[src/rtl/board_pkg.sv]
`default_nettype none
// ============================================================================
// Package   : board_pkg
// Purpose   : Shared types and helpers for the board move arbiter:
//             FSM state enum, reject-code enum, empty-cell ID and the
//             line-index-to-cell mapping used by the win scan.
// Revision  : 1.0  initial release
// ============================================================================
package board_pkg;

    typedef enum logic [1:0] {
        IDLE  = 2'd0,
        CHECK = 2'd1,
        EVAL  = 2'd2
    } state_t;

    typedef enum logic [1:0] {
        RC_OCCUPIED = 2'd0,
        RC_RANGE    = 2'd1,
        RC_TURN     = 2'd2,
        RC_OVER     = 2'd3
    } reject_t;

    localparam int EMPTY_ID = 0;

    // Flat cell index (row*n + col) of the k-th cell of a scan line.
    // Lines 0..n-1 are rows, n..2n-1 columns, 2n the main diagonal and
    // 2n+1 the anti-diagonal.
    function automatic int line_cell(input int n, input int line, input int k);
        int idx;
        if (line < n) begin
            idx = line * n + k;
        end else if (line < 2 * n) begin
            idx = k * n + (line - n);
        end else if (line == 2 * n) begin
            idx = k * n + k;
        end else begin
            idx = k * n + (n - 1 - k);
        end
        return idx;
    endfunction

endpackage : board_pkg
`default_nettype wire

[src/rtl/board_cell_array.sv]
`default_nettype none
// ============================================================================
// Module    : board_cell_array
// Purpose   : N x N storage of player IDs with synchronous clear, one write
//             port and two combinational read ports.
// Ports     : clock/reset     rising-edge clock, sync active-high reset
//             clear           sync clear of every cell (new game)
//             wr_en/row/col/data  single write port
//             query_row/col -> query_owner   cell read, 0 when out of range
//             line_idx -> line_owners        all N cells of one scan line,
//                                            cell k at [k*PID_W +: PID_W]
// Revision  : 1.0  initial release
// ============================================================================
module board_cell_array
    import board_pkg::*;
#(
    parameter int BOARD_N = 3,
    parameter int PID_W   = 2,
    parameter int RC_W    = 2,
    parameter int LINE_W  = 3
) (
    input  logic                       clock,
    input  logic                       reset,
    input  logic                       clear,
    input  logic                       wr_en,
    input  logic [RC_W-1:0]            wr_row,
    input  logic [RC_W-1:0]            wr_col,
    input  logic [PID_W-1:0]           wr_data,
    input  logic [RC_W-1:0]            query_row,
    input  logic [RC_W-1:0]            query_col,
    output logic [PID_W-1:0]           query_owner,
    input  logic [LINE_W-1:0]          line_idx,
    output logic [BOARD_N*PID_W-1:0]   line_owners
);

    localparam int CELLS = BOARD_N * BOARD_N;

    logic [PID_W-1:0] cells_q [CELLS];
    logic [PID_W-1:0] cells_d [CELLS];

    always_comb begin
        for (int i = 0; i < CELLS; i++) begin
            cells_d[i] = cells_q[i];
            if (clear) begin
                cells_d[i] = PID_W'(EMPTY_ID);
            end else if (wr_en && (i == int'(wr_row) * BOARD_N + int'(wr_col))) begin
                cells_d[i] = wr_data;
            end
        end
    end

    always_ff @(posedge clock) begin
        for (int i = 0; i < CELLS; i++) begin
            if (reset) begin
                cells_q[i] <= PID_W'(EMPTY_ID);
            end else begin
                cells_q[i] <= cells_d[i];
            end
        end
    end

    // Address decode by comparison keeps every index a loop constant.
    always_comb begin
        query_owner = PID_W'(EMPTY_ID);
        if ((int'(query_row) < BOARD_N) && (int'(query_col) < BOARD_N)) begin
            for (int i = 0; i < CELLS; i++) begin
                if (i == int'(query_row) * BOARD_N + int'(query_col)) begin
                    query_owner = cells_q[i];
                end
            end
        end
    end

    always_comb begin
        line_owners = '0;
        for (int k = 0; k < BOARD_N; k++) begin
            for (int i = 0; i < CELLS; i++) begin
                if (i == line_cell(BOARD_N, int'(line_idx), k)) begin
                    line_owners[k*PID_W +: PID_W] = cells_q[i];
                end
            end
        end
    end

endmodule : board_cell_array
`default_nettype wire

[src/rtl/board_move_arbiter.sv]
`default_nettype none
// ============================================================================
// Module    : board_move_arbiter
// Purpose   : Holds an N x N board, enforces turn order, validates and
//             commits move requests, then scans every line for a win or a
//             draw (one line per cycle, early exit on the first win).
// Ports     : clock, reset (sync, active-high), new_game (sync clear)
//             move_valid/move_ready handshake with move_player/row/col
//             move_accepted, move_rejected + reject_code   1-cycle pulses
//             turn_player, game_over, winner, draw          game status
//             query_row/col -> query_owner                  comb cell read
//             timeout        1-cycle turn-forfeit pulse
// Options   : `MOVE_TIMEOUT_EN enables the idle-turn forfeit counter
//             (TIMEOUT_CY cycles); without it timeout is tied low.
// Revision  : 1.0  initial release
// ============================================================================
module board_move_arbiter
    import board_pkg::*;
#(
    parameter  int BOARD_N    = 3,
    parameter  int PLAYERS    = 2,
    parameter  int TIMEOUT_CY = 0,
    localparam int PID_W      = $clog2(PLAYERS + 1),
    localparam int RC_W       = $clog2(BOARD_N),
    localparam int CNT_W      = $clog2(BOARD_N * BOARD_N + 1)
) (
    input  logic             clock,
    input  logic             reset,
    input  logic             new_game,
    input  logic             move_valid,
    output logic             move_ready,
    input  logic [PID_W-1:0] move_player,
    input  logic [RC_W-1:0]  move_row,
    input  logic [RC_W-1:0]  move_col,
    output logic             move_accepted,
    output logic             move_rejected,
    output logic [1:0]       reject_code,
    output logic [PID_W-1:0] turn_player,
    output logic             game_over,
    output logic [PID_W-1:0] winner,
    output logic             draw,
    input  logic [RC_W-1:0]  query_row,
    input  logic [RC_W-1:0]  query_col,
    output logic [PID_W-1:0] query_owner,
    output logic             timeout
);

    localparam int CELLS  = BOARD_N * BOARD_N;
    localparam int NLINES = 2 * BOARD_N + 2;
    localparam int LINE_W = $clog2(NLINES);

    function automatic logic [PID_W-1:0] next_player(input logic [PID_W-1:0] p);
        return (int'(p) >= PLAYERS) ? PID_W'(1) : p + PID_W'(1);
    endfunction

    state_t                   state_q, state_d;
    logic [PID_W-1:0]         player_q, player_d;
    logic [RC_W-1:0]          row_q, row_d;
    logic [RC_W-1:0]          col_q, col_d;
    logic [PID_W-1:0]         turn_q, turn_d;
    logic [CNT_W-1:0]         count_q, count_d;
    logic                     game_over_q, game_over_d;
    logic [PID_W-1:0]         winner_q, winner_d;
    logic                     draw_q, draw_d;
    logic                     accepted_q, accepted_d;
    logic                     rejected_q, rejected_d;
    reject_t                  code_q, code_d;
    logic [LINE_W-1:0]        line_q, line_d;

    logic                     wr_en;
    logic [LINE_W-1:0]        scan_line;
    logic [BOARD_N*PID_W-1:0] line_owners;
    logic [PID_W-1:0]         target_owner;
    logic                     in_range;
    logic                     req_reject;
    reject_t                  req_code;
    logic                     line_win;

    board_cell_array #(
        .BOARD_N (BOARD_N),
        .PID_W   (PID_W),
        .RC_W    (RC_W),
        .LINE_W  (LINE_W)
    ) u_cells (
        .clock       (clock),
        .reset       (reset),
        .clear       (new_game),
        .wr_en       (wr_en),
        .wr_row      (row_q),
        .wr_col      (col_q),
        .wr_data     (player_q),
        .query_row   (query_row),
        .query_col   (query_col),
        .query_owner (query_owner),
        .line_idx    (scan_line),
        .line_owners (line_owners)
    );

    // While idle the scan port looks at the requested row, so the request
    // is classified on the handshake edge and the verdict is a registered
    // pulse during CHECK. In EVAL it walks the win lines.
    assign scan_line = (state_q == EVAL) ? line_q : LINE_W'(move_row);

    always_comb begin
        target_owner = PID_W'(EMPTY_ID);
        for (int k = 0; k < BOARD_N; k++) begin
            if (k == int'(move_col)) begin
                target_owner = line_owners[k*PID_W +: PID_W];
            end
        end
    end

    assign in_range = (int'(move_row) < BOARD_N) && (int'(move_col) < BOARD_N);

    // Rule order matters: the first failing rule names the reject code.
    always_comb begin
        req_reject = 1'b1;
        req_code   = RC_OCCUPIED;
        if (game_over_q) begin
            req_code = RC_OVER;
        end else if (!in_range) begin
            req_code = RC_RANGE;
        end else if (move_player != turn_q) begin
            req_code = RC_TURN;
        end else if (target_owner != PID_W'(EMPTY_ID)) begin
            req_code = RC_OCCUPIED;
        end else begin
            req_reject = 1'b0;
        end
    end

    always_comb begin
        line_win = 1'b1;
        for (int k = 0; k < BOARD_N; k++) begin
            if (line_owners[k*PID_W +: PID_W] != player_q) begin
                line_win = 1'b0;
            end
        end
    end

`ifdef MOVE_TIMEOUT_EN
    localparam int TO_W = (TIMEOUT_CY > 1) ? $clog2(TIMEOUT_CY + 1) : 1;
    logic [TO_W-1:0] to_cnt_q, to_cnt_d;
    logic            timeout_q, timeout_d;
`else
    logic unused_timeout_cfg;
    assign unused_timeout_cfg = (TIMEOUT_CY > 0);
`endif

    always_comb begin
        state_d     = state_q;
        player_d    = player_q;
        row_d       = row_q;
        col_d       = col_q;
        turn_d      = turn_q;
        count_d     = count_q;
        game_over_d = game_over_q;
        winner_d    = winner_q;
        draw_d      = draw_q;
        accepted_d  = 1'b0;
        rejected_d  = 1'b0;
        code_d      = code_q;
        line_d      = line_q;
        wr_en       = 1'b0;
`ifdef MOVE_TIMEOUT_EN
        to_cnt_d    = to_cnt_q;
        timeout_d   = 1'b0;
`endif
        if (new_game) begin
            // Wins over a concurrent request and aborts any scan in flight.
            state_d     = IDLE;
            turn_d      = PID_W'(1);
            count_d     = '0;
            game_over_d = 1'b0;
            winner_d    = '0;
            draw_d      = 1'b0;
            code_d      = RC_OCCUPIED;
            line_d      = '0;
`ifdef MOVE_TIMEOUT_EN
            to_cnt_d    = '0;
`endif
        end else begin
            case (state_q)
                IDLE: begin
                    if (move_valid) begin
                        player_d   = move_player;
                        row_d      = move_row;
                        col_d      = move_col;
                        accepted_d = !req_reject;
                        rejected_d = req_reject;
                        code_d     = req_reject ? req_code : code_q;
                        state_d    = CHECK;
                    end
                end
                CHECK: begin
                    if (accepted_q) begin
                        wr_en   = 1'b1;
                        count_d = count_q + CNT_W'(1);
                        line_d  = '0;
                        state_d = EVAL;
                    end else begin
                        state_d = IDLE;
                    end
                end
                EVAL: begin
                    if (line_win) begin
                        winner_d    = player_q;
                        game_over_d = 1'b1;
                        state_d     = IDLE;
                    end else if (line_q == LINE_W'(NLINES - 1)) begin
                        if (count_q == CNT_W'(CELLS)) begin
                            draw_d      = 1'b1;
                            game_over_d = 1'b1;
                        end else begin
                            turn_d = next_player(player_q);
                        end
                        state_d = IDLE;
                    end else begin
                        line_d = line_q + LINE_W'(1);
                    end
                end
                default: begin
                    state_d = IDLE;
                end
            endcase
`ifdef MOVE_TIMEOUT_EN
            if (state_q == IDLE) begin
                if (move_valid) begin
                    to_cnt_d = '0;
                end else if (!game_over_q && (TIMEOUT_CY > 0)) begin
                    if (int'(to_cnt_q) == TIMEOUT_CY - 1) begin
                        to_cnt_d  = '0;
                        timeout_d = 1'b1;
                        turn_d    = next_player(turn_q);
                    end else begin
                        to_cnt_d = to_cnt_q + TO_W'(1);
                    end
                end
            end
`endif
        end
    end

    always_ff @(posedge clock) begin
        if (reset) begin
            state_q     <= IDLE;
            player_q    <= '0;
            row_q       <= '0;
            col_q       <= '0;
            turn_q      <= PID_W'(1);
            count_q     <= '0;
            game_over_q <= 1'b0;
            winner_q    <= '0;
            draw_q      <= 1'b0;
            accepted_q  <= 1'b0;
            rejected_q  <= 1'b0;
            code_q      <= RC_OCCUPIED;
            line_q      <= '0;
`ifdef MOVE_TIMEOUT_EN
            to_cnt_q    <= '0;
            timeout_q   <= 1'b0;
`endif
        end else begin
            state_q     <= state_d;
            player_q    <= player_d;
            row_q       <= row_d;
            col_q       <= col_d;
            turn_q      <= turn_d;
            count_q     <= count_d;
            game_over_q <= game_over_d;
            winner_q    <= winner_d;
            draw_q      <= draw_d;
            accepted_q  <= accepted_d;
            rejected_q  <= rejected_d;
            code_q      <= code_d;
            line_q      <= line_d;
`ifdef MOVE_TIMEOUT_EN
            to_cnt_q    <= to_cnt_d;
            timeout_q   <= timeout_d;
`endif
        end
    end

    assign move_ready    = (state_q == IDLE);
    assign move_accepted = accepted_q;
    assign move_rejected = rejected_q;
    assign reject_code   = code_q;
    assign turn_player   = turn_q;
    assign game_over     = game_over_q;
    assign winner        = winner_q;
    assign draw          = draw_q;
`ifdef MOVE_TIMEOUT_EN
    assign timeout       = timeout_q;
`else
    assign timeout       = 1'b0;
`endif

endmodule : board_move_arbiter
`default_nettype wire

[config.mk]
export PLATFORM = sky130hd
export DESIGN_NAME = board_move_arbiter
export DESIGN_NICKNAME = d
export VERILOG_FILES = /design/src/rtl/board_pkg.sv /design/src/rtl/board_cell_array.sv /design/src/rtl/board_move_arbiter.sv
export SDC_FILE = /design/constraint.sdc
export NUM_CORES = 1
export LEC_CHECK = 0
export ABC_AREA = 1
export BUFFER_PORTS_ARGS = -buffer_cell sky130_fd_sc_hd__buf_2
export CAP_MARGIN = 20
export CORE_ASPECT_RATIO = 0.9
export CORE_MARGIN = 4
export CORE_UTILIZATION = 25
export DETAILED_ROUTE_END_ITERATION = 8
export GPL_TIMING_DRIVEN = 1
export PLACE_DENSITY = 0.45
export SLEW_MARGIN = 20
export SYNTH_ARGS = -nofsm -noshare
export SYNTH_HDL_FRONTEND = slang
export SYNTH_SLANG_ARGS = --single-unit
[constraint.sdc]
create_clock -name clock -period 11.6 [get_ports clock]
set_input_delay 3.48 -clock clock [delete_from_list [all_inputs] [get_ports clock]]
set_output_delay 3.48 -clock clock [all_outputs]
set_load 0.03 [all_outputs]
==> flow_metrics.py <==
metrics = {
    "global_route": {
        "grt_overflow": 0,
        "antenna_found_initial": 0,
        "grt_usage": 0.132,
        "grt_pass1_vias": 3898,
        "grt_max_degree": 26,
        "grt_pass1_wl_mm": 19.6,
    },
    "worst_setup_path": {
        "end_kind": "output pin",
        "cp.arrival_ns": 6.25,
        "cpMaxStageDelayCell": "xor2_1",
        "slowest_delay_ns": 0.34,
        "worst_path_most_repeated_cell": "inv_1",
        "path_cells": "buf_2 -> inv_1 -> ha_1 -> inv_1 -> ha_1 -> nand2_1 -> inv_1 -> o21ai_0 -> xor2_1 -> nand2_1 -> nor4_1 -> a211oi_1 -> a21oi_1 -> a21oi_1 -> nand2_1 -> o21ai_0 -> o2111ai_1 -> o211ai_1 -> inv_1 -> buf_2",
        "critPathMaxFanout": 4,
        "start_kind": "input port",
        "crit_type": "input port to output pin",
        "cp.required_ns": 8.12,
    },
    "synthesis": {
        "synth_cell_types": 46,
        "yosysTopAreaCellShare": 0.217,
        "synth_compound_area_frac": 0.147,
        "synth_seq_cells": 43,
        "syn_area_um2": 3960,
        "synth_fp_nets": 693,
        "synth_xor_area_frac": 0.00884,
        "ys_warn_count": 0,
        "synth_top_cell_by_area": "dfxtp_1",
        "synth_fa_ha_area_frac": 0.113,
        "synth_area_per_cell_um2": 6.14,
        "synth_seq_area_share": 0.217,
        "yosys.area_share.simple": 0.401,
        "synthesis.instances": 645,
        "synth.area.top_cells": "dfxtp_1, nand2_1, ha_1, inv_1, nand3_1",
        "synth_mux_area_frac": 0,
        "synth_top_family_by_area": "simple AND/OR/NAND/NOR gates",
    },
    "clock_tree": {
        "postCtsHoldBufs": 0,
        "cts_root_buffer": "clkbuf_16",
        "clockBufferDepth": 2,
        "h-tree-depth": 2,
        "post_cts_buffers": 0,
        "path_clk_slew_ns": 0.06,
        "cts_resized": 0,
        "clk_latency_ns": 0.28,
        "clkSinkCount": 43,
        "cts_buffers": 5,
        "cts_tree": "yes",
    },
    "timing": {
        "rsz0062_at_grt": "false",
        "fin_ws_ns": 1.87,
        "min_period_ns": 9.73,
        "maxSlewHeadroom": 0.572,
        "hold_viol": 0,
        "skew_ns": 0.00585,
        "layout_worst_path_cycle_share": 0.839,
        "finalMaxSlewViolations": 0,
        "fmaxAchievable_mhz": 103,
        "fin_setup_tns_ns": 0,
        "worstMarginPinSlew_ns": 0.636,
        "setup_violations": 0,
    },
    "die": {
        "rows": 43,
        "die_h_um": 127,
        "die_w_um": 141,
        "start_util": 0.256,
        "core_um2": 15500,
        "die_area_um2": 17900,
        "io_pins": 28,
    },
    "route": {
        "wl_mm": 11.6,
        "wl_met1_mm": 5.90,
        "topRoutingLayerUsed": "met4",
        "avgRoutedWirePerCell_um": 13.3,
        "initialDrtViolationCount": 292,
        "drc": 0,
        "drt_pass1_iterations": 5,
        "dr_wl_met2_mm": 5.03,
        "routed_via_density": 4.69,
        "ant_nets": 0,
        "vias": 4106,
        "dr_wl_met3_um": 544,
    },
    "min_path": {
        "hp-class": "flip-flop to flip-flop",
    },
    "placed_design": {
        "place_congestion": 0.868,
        "portBuffers": 26,
        "pre_cts_slack_ns": 1.91,
        "dpl.hpwl_mm": 9.48,
    },
    "cells_and_area": {
        "final_common_cell": "nand2_1",
        "syn_to_final_growth_pct": 12.6,
        "antenna_cells": 0,
        "regArea_um2": 861,
        "multi_input_area_um2": 2660,
        "nFillCells": 1730,
        "drive_gt1_frac": 0.110,
        "final_cell_mix": "nand2_1, inv_1, nor2_1",
        "final_net_count": 720,
    },
    "power": {
        "worst_ir_drop_vdd_mv": 0.0536,
        "power_density_nw_per_um2": 89.4,
        "p_leak_nw": 2.06,
    },
    "job": {
        "maxCapViolations": 0,
    },
    "outcome": {
        "status": "finished, final reports clean",
    },
}
[synth_stat cells, drive strengths merged]
cell and count:
nand2 142, a31oi 1, or2 5, nor4b 1, a21oi 50, fa 3
nor4 8, conb 1, a22oi 1, ha 31, o21ai 39, o221ai 1
a32oi 1, nor3 12, o22ai 4, and3 1, inv 107, clkinv 2
xor2 2, o211ai 2, nor2 86, nand4 13, o31ai 1, dfxtp 43
buf 2, and2 2, o21bai 3, a211oi 1, a2111oi 1, nand3 71
o2111ai 1, clkbuf 5, xnor2 2
[where the power goes]
part	internal, mW	total, mW	switching [mW]
sequential	0.150	0.152	0.00232
combinational	0.0348	0.110	0.0756
clock	0.0794	0.136	0.0567
[path summary, 6_finish.rpt]
| check | start | to | slack (ns) | cells after the start |
|---|---|---|---|---|
| worst max-delay path | query_row[0] | query_owner[1] | 1.87 | 20 |
| worst min-delay path | draw | draw | 0.46 | 2 |
| worst max register to register | state_q[1] | line_q[1] | 6.69 | 27 |
| worst min register to register | draw | draw | 0.46 | 2 |
[sequential cells by signal (all words and copies together), names as in the netlist]
| name | flops |
|---|---|
| u_cells.cells_q | 18 |
| count_q | 4 |
| line_q | 3 |
| col_q | 2 |
| player_q | 2 |
| reject_code | 2 |
| row_q | 2 |
| state_q | 2 |
| turn_player | 2 |
| winner | 2 |
| draw | 1 |
| game_over | 1 |
| move_accepted | 1 |
| move_rejected | 1 |
[cells by family after synthesis]
group / after synthesis
buffers and inverters: 116
and+or+nand+nor: 341
xor gates and xnor gates: 4
adders and majority gates: 34
DFF: 43
other: 1
AOI/OAI and AO/OA: 106
[routing by layer]
layer | vias to the layer above | GRT usage
met1 | 1839 | 0.189
li1 | 2162 | -
met4 | 0 | 0.0239
met5 | - | 0
met2 | 88 | 0.213
met3 | 17 | 0.0191
[critical path, delay by kind of cell]
family | cells | cell delay [ns]
AND/OR/NAND/NOR | 4 | 0.60
AO/OA/AOI/OAI | 7 | 0.74
XOR/XNOR | 1 | 0.34
buffers and inverters | 6 | 0.50
adder cells (fa/ha/maj) | 2 | 0.57
[layout make-up]
type | count | share of cell area
clock buffer | 6 | 0.0289
inverter | 109 | 0.0918
timing repair buffer | 27 | 0.0309
clock inverter | 2 | 0.00281
tap | 202 | 0.0567
multi-input combinational | 486 | 0.596
sequential | 43 | 0.193
[stage by stage]
stage	power [mW]	hold WS [ns]	instances	area (um2)	util
finish	0.399	0.461	875	4460	0.288
global route	0.424	0.489	875	4460	0.288
CTS	0.401	0.461	875	4460	0.288
detailed placement	0.265	0.442	867	4320	0.279
global placement	0.263	0.442	867	4320	0.279
floorplan	0.239	0.463	645	3960	-
Power figures use the tool's default switching activity.
